### config.mk
export PLATFORM = sky130hd
export DESIGN_NAME = mealy_fsm
export DESIGN_NICKNAME = d
export VERILOG_FILES = /design/src/rtl/mealy_fsm.sv
export SDC_FILE = /design/constraint.sdc
export NUM_CORES = 1
export LEC_CHECK = 0
export ABC_AREA = 1
export BUFFER_PORTS_ARGS = -buffer_cell sky130_fd_sc_hd__buf_2
export CAP_MARGIN = 15
export CORE_AREA = 2 2 39 41
export CTS_CLUSTER_SIZE = 20
export DETAILED_ROUTE_END_ITERATION = 10
export DIE_AREA = 0 0 41 43
export PLACE_DENSITY = 0.3
export SYNTH_ARGS = -nofsm -noshare
export SYNTH_HDL_FRONTEND = slang
export SYNTH_SLANG_ARGS = --single-unit
### constraint.sdc
create_clock -name clk -period 1.56 [get_ports clk]
set_clock_uncertainty 0.2 [all_clocks]
set_input_delay 0.39 -clock clk [delete_from_list [all_inputs] [get_ports clk]]
set_output_delay 0.39 -clock clk [all_outputs]
set_load 0.01 [all_outputs]
### src/rtl/mealy_fsm.sv
// mealy_fsm: serial-bit pattern detector (Mealy FSM with KMP fallback).
// Samples `in` every rising clk edge and raises `out` combinationally in
// the cycle the last pattern bit is present on `in`.
//
// Ports:
//   clk       - rising-edge clock
//   rst       - asynchronous reset, active low (0 = in reset)
//   in        - serial data bit
//   out       - match flag, combinational from state and `in`
//   match_cnt - saturating match counter (only with MEALY_CNT_EN)
//
// Optional feature macro: MEALY_CNT_EN adds the match_cnt port/counter.
//
// State k = length of the longest pattern prefix that is a suffix of the
// bits received so far. Mismatch targets come from a constant function
// evaluated at elaboration time.

module mealy_fsm #(
    parameter int                   PATTERN_W = 4,
    parameter logic [PATTERN_W-1:0] PATTERN   = 4'b1101,
    parameter bit                   OVERLAP   = 1'b1,
    parameter int                   CNT_W     = 8
) (
    input  logic             clk,
    input  logic             rst,
    input  logic             in,
    output logic             out
`ifdef MEALY_CNT_EN
    ,
    output logic [CNT_W-1:0] match_cnt
`endif
);

    localparam int SW   = $clog2(PATTERN_W);
    localparam int LAST = PATTERN_W - 1;

    if (PATTERN_W < 2 || PATTERN_W > 16 || CNT_W < 1) begin : g_bad_param
        $error("mealy_fsm: illegal PATTERN_W or CNT_W");
    end

    // Bit i of the pattern in arrival order (i = 0 is received first).
    function automatic bit pat_bit(input int i);
        return PATTERN[PATTERN_W-1-i];
    endfunction

    // Longest prefix (length <= max_len) of the pattern that is a suffix
    // of "first k pattern bits followed by b".
    function automatic int kmp_next(input int k, input bit b,
                                    input int max_len);
        int  res;
        int  j;
        bit  ok;
        bit  s;
        res = 0;
        for (int len = 1; len <= max_len; len++) begin
            ok = 1'b1;
            for (int i = 0; i < len; i++) begin
                j = k + 1 - len + i;
                s = (j == k) ? b : pat_bit(j);
                if (s != pat_bit(i)) ok = 1'b0;
            end
            if (ok) res = len;
        end
        return res;
    endfunction

    // Longest proper border of the whole pattern: restart point after a
    // match when overlapping detection is enabled.
    localparam int BORDER = kmp_next(LAST, PATTERN[0], LAST);

    typedef enum logic [SW-1:0] {
        ST_EMPTY = SW'(0),
        ST_LAST  = SW'(LAST)
    } state_t;

    state_t state_q;
    state_t state_d;
    logic   hit;

    // Expected bit and mismatch targets per state, fixed at elaboration.
    logic [PATTERN_W-1:0]         want_tbl;
    logic [PATTERN_W-1:0][SW-1:0] fall0_tbl;
    logic [PATTERN_W-1:0][SW-1:0] fall1_tbl;

    for (genvar gk = 0; gk < PATTERN_W; gk++) begin : g_tbl
        localparam int F0 = kmp_next(gk, 1'b0, gk);
        localparam int F1 = kmp_next(gk, 1'b1, gk);
        assign want_tbl[gk]  = PATTERN[PATTERN_W-1-gk];
        assign fall0_tbl[gk] = SW'(F0);
        assign fall1_tbl[gk] = SW'(F1);
    end

    always_comb begin
        state_d = state_q;
        hit     = 1'b0;
        if (int'(state_q) > LAST) begin
            // Unreachable codes when PATTERN_W is not a power of two.
            state_d = ST_EMPTY;
        end else if (in == want_tbl[state_q]) begin
            if (state_q == ST_LAST) begin
                hit     = 1'b1;
                state_d = OVERLAP ? state_t'(SW'(BORDER)) : ST_EMPTY;
            end else begin
                state_d = state_t'(state_q + SW'(1));
            end
        end else begin
            state_d = state_t'(in ? fall1_tbl[state_q]
                                  : fall0_tbl[state_q]);
        end
    end

    // Gated by rst so the flag is low for the whole reset interval.
    assign out = rst & hit;

`ifdef MEALY_CNT_EN
    logic [CNT_W-1:0] match_cnt_q;
    logic [CNT_W-1:0] match_cnt_d;

    always_comb begin
        match_cnt_d = match_cnt_q;
        if (out && (match_cnt_q != {CNT_W{1'b1}})) begin
            match_cnt_d = match_cnt_q + CNT_W'(1);
        end
    end

    assign match_cnt = match_cnt_q;

    always_ff @(posedge clk or negedge rst) begin
        if (!rst) begin
            state_q     <= ST_EMPTY;
            match_cnt_q <= '0;
        end else begin
            state_q     <= state_d;
            match_cnt_q <= match_cnt_d;
        end
    end
`else
    always_ff @(posedge clk or negedge rst) begin
        if (!rst) begin
            state_q <= ST_EMPTY;
        end else begin
            state_q <= state_d;
        end
    end
`endif

endmodule

* After elaboration in Yosys (flattened, before gate mapping)
Index checks and enable logic that the tools add are counted.
** Word-level totals
- Flip-flop bits (word level) :: 2
- Input bits :: 3
- Output and inout port bits :: 1
- Logic and storage cells :: 17
** Cells by class
- Add/sub/neg operators :: 1
- Magnitude comparators :: 1
- Equality and inequality tests :: 2
- Multiplexer cells :: 11
- Bitwise logic cells :: 1
** Operators by type and width (count)
- two-way mux 2 bit :: 5
- binary-select mux 2 bit (select 2 bit) :: 2
- < comparator 2 x 3 -> 1 bit, second input constant :: 1
- two-way mux 1 bit :: 3
- adder 2 x 1 -> 2 bit, second input constant :: 1
- binary-select mux 1 bit (select 2 bit) :: 1
- equality test 2 bit, second input constant :: 1
- AND 1 bit :: 1
- equality test 1 bit :: 1

* Depth between registers and ports, before layout
- Depth after elaboration :: 5
- Mapped depth :: 6
- Gate-level depth less buffers :: 6

* Worst setup path before layout
Ideal clock, no wire load.
- Path kind :: register -> output
- From :: reg state_q[0]
- To :: out out
- Arrival :: 1.109 ns
- Required time :: 0.970 ns
- Path slack :: -0.139 ns
- Stages on the path, launching flop included :: 5
- Buffers on the path :: 0
- Cell sequence :: dfrtp_1 -> inv_1 -> ha_1 -> ha_1 -> and3_1
** On the way
- Word-level cells in the longest chain between the ends :: 5
- Elaborated cells between the ends (all ways) :: 7
- Classes of those cells :: eq/ne (2); mux (4); bitwise (1)
** Ends and longest elaborated chain
- start: declaration :: line 76 : state_t state_q;
- start signal: assignment :: line 142 : state_q <= state_d;
- binary-select mux 1 bit (select 2 bit) :: line 99 : end else if (in == want_tbl[state_q]) begin
- two-way mux 1 bit (implied by the code) :: line 99
- equality test 1 bit :: line 99
- two-way mux 1 bit (*) :: line 99
- AND 1 bit (*) :: line 113 : assign out = rst & hit;
- end: declaration :: line 27 : output logic out
Mark *: on every way between the ends. The rest lies on a longest branch, timed or not. The select of a mux whose other input is x is not followed.

* Worst setup path after layout
- From :: reg state_q[1]
- To :: out out
The elaborated chain is that of the path after synthesis.

==> flow_metrics.env <==
export IMPL_routed_wl_um=354
export IMPL_dieHeight_um=43
export IMPL_max_stage_delay_ns=0.40
export IMPL_rows=14
export IMPL_largestRegisters="state_q: 2 flops"
export IMPL_pin_count=4
export IMPL_clk_latency_ns=0.22
export IMPL_worstSetupPathType="flop to primary output"
export IMPL_grt_busiest_layer="met4"
export IMPL_cts_tree="yes"
export IMPL_crit_fanout=2
export IMPL_holdWs_ns=-0.243
export IMPL_grtUsageMet2_pct=7.19
export IMPL_worst_setup_path_end_kind="primary output"
export IMPL_setup_viol=1
export IMPL_syn_inst=19
export IMPL_hp_class="primary input to asynchronous set/reset pin"
export IMPL_htree_num_levels=1
export IMPL_crit_path_frequent_cell="ha_4"
export IMPL_rsz0062_at_grt="yes"
export IMPL_hpwlAfterDp_um=285
export IMPL_largest_reg_flops=2
export IMPL_slew_headroom_pct=83.9
export IMPL_gp_congestion=0.600
export IMPL_worst_pin_slew_ns=0.239
export IMPL_maxCapViolations=0
export IMPL_critPathLaunchType="flop"
export IMPL_p_leak_nw=0.150
export IMPL_antenna_cells=0
export IMPL_pre_cts_ws_ns=-0.174
export IMPL_cts_buffers=3
export IMPL_grt_util_met1_pct=7.35
export IMPL_synth_warning_count=0
export IMPL_clock_path_buffers=2
export IMPL_syn_to_final_growth_pct=80.8
export IMPL_grt_util_all_layers_pct=5.81
export IMPL_syn_mean_instance_area_um2=8.56
export IMPL_cp_arrival_ns=1.31
export IMPL_max_flop_register="state_q"
export IMPL_nFillCells=153
export IMPL_ir_worst_vdd_uv=335
export IMPL_nNetsFinal=40
export IMPL_antenna_found_initial=0
export IMPL_ys_seq_area_share_pct=30.8
export IMPL_finalMaxSlewViolations=0
export IMPL_path_buf_inv=1
export IMPL_synth_cell_types=7
export IMPL_dp_cells=41
export IMPL_fp_coreArea_mm2=0.00138
export IMPL_fp_dieW_um=41
export IMPL_dr_first_iter_drc_count=8
export IMPL_portBuffers=3
export IMPL_grt_max_degree=5
export IMPL_wl_per_cell_um=7.70
export IMPL_ant_nets=0
export IMPL_outcome="finished, violations left"
export IMPL_period_share_pct=122
export IMPL_final_layout_size_suffix_gt1_share_pct=50.0
export IMPL_failed_checks="negative hold slack, negative setup slack"
export IMPL_layout_cells_non_filler=46
export IMPL_cts_root_buf="clkbuf_4"
export IMPL_viasPerCell=3.26
export IMPL_min_period_ns=1.90
export IMPL_fin_tns_setup_ns=-0.344
export IMPL_crit_chain="ha_4 > ha_4 > and3_4 > buf_6"
export IMPL_p_per_area_mw_per_mm2=1550
export IMPL_slowest_stage="dfrtp_1"
export IMPL_design_die_area_mm2=0.00176
export IMPL_drcViolationCount=0
export IMPL_critical_path_top_delay_family="adder cells"
export IMPL_syn_area_um2=163
export IMPL_use_met3_pct=0
export IMPL_finalWorstSetupSlack_ns=-0.344
export IMPL_grt_pass1_wl_um=634
export IMPL_cp_required_ns=0.97
export IMPL_dpl_cell_area_um2=240
export IMPL_power_total_mw=0.457
export IMPL_first_pass_iters=2
export IMPL_fin_area_um2=294
export IMPL_grt_pass1_vias=150
export IMPL_vias=150
export IMPL_ys_seq_elements=2
export IMPL_grt_overflow_total=0
export IMPL_finalHoldViolCount=2
export IMPL_syn_nets=27
export IMPL_fmax_mhz=525
export IMPL_clkSlewWorstSetupHoldPaths_ns=0.03
export IMPL_initial_utilization_pct=11.8
export IMPL_clock_sinks=2
==> timing repair <==
action / 4_1_cts / 5_1_grt
setup endpoints to repair: 1 / 1
buffers inserted: 1 / 1
gates resized for setup: 3 / 0
endpoints found under the hold margin: 2 / 2
gates cloned: 0 / 0
pin swaps: 1 / 2
==> placed cells by master, fill, tap and decap left out <==
cell type / n
buf_4: 5
inv_1: 4
nand2_1: 4
ha_1: 3
clkbuf_4: 3
ha_4: 2
buf_2: 2
dfrtp_1: 2
and3_4: 1
inv_2: 1
o21ai_0: 1
nand3_1: 1
buf_6: 1
==> report_power, final <==
group / internal (mW) / switching, mW / total, mW
clock: 0.0847 / 0.0272 / 0.112
sequential: 0.0758 / 0.0194 / 0.0953
combinational: 0.139 / 0.111 / 0.250
total: 0.299 / 0.158 / 0.457
==> through the flow <==
stage                     utilization (%)  hold WS (ns)
after floorplan                         -        -0.106
after global placement               17.4       -0.0138
after detailed placement             17.4       -0.0116
after CTS                            20.7        -0.247
after global routing                 21.2        -0.242
final                                21.2        -0.243
==> layer usage <==
metal  vias up  share of wire [%]
li1         79                  -
met1        66                 46
met2         5                 49
met3         0                4.8
met4         0                  0
met5         -                  0
==> cell families (layout without fill, tap and decap cells) <==
logic type	Yosys count	after routing	share of synthesized area [%]
AOI/OAI and AO/OA	1	1	3.07
buffers and inverters	5	16	11.5
DFF	2	2	30.8
and+or+nand+nor	6	6	16.2
adders and majority gates	5	5	38.5
==> cell usage after synthesis <==
cell / n / area share, %
ha_1: 5 / 38
inv_1: 5 / 12
nand2_1: 4 / 9.2
dfrtp_1: 2 / 31
and3_1: 1 / 3.8
nand3_1: 1 / 3.1
o21ai_0: 1 / 3.1
==> path summary, 6_finish.rpt <==
path / start / end / slack [ns] / depth (start not counted)
min: rst / state_q[0]$_DFFE_PN0P_ / -0.24 / 1
max: state_q[1]$_DFF_PN0_ / out / -0.34 / 4
max reg2reg: state_q[1]$_DFF_PN0_ / state_q[1]$_DFF_PN0_ / 0.10 / 4
min in group clk: in / state_q[1]$_DFF_PN0_ / 0.32 / 3
max in group asynchronous: rst / state_q[1]$_DFF_PN0_ / 1.29 / 1
min reg2reg: state_q[0]$_DFFE_PN0P_ / state_q[0]$_DFFE_PN0P_ / 0.41 / 3
==> layout make-up <==
cell class / instances / area (um^2) / area share, %
clock buffer: 3 / 22.5 / 7.66
inverter: 5 / 18.8 / 6.38
multi-input combinational: 12 / 124 / 42.1
sequential: 2 / 50.0 / 17.0
tap: 16 / 20.0 / 6.81
timing repair buffer: 8 / 58.8 / 20.0
Note: power is estimated with default switching activity, not from simulation.
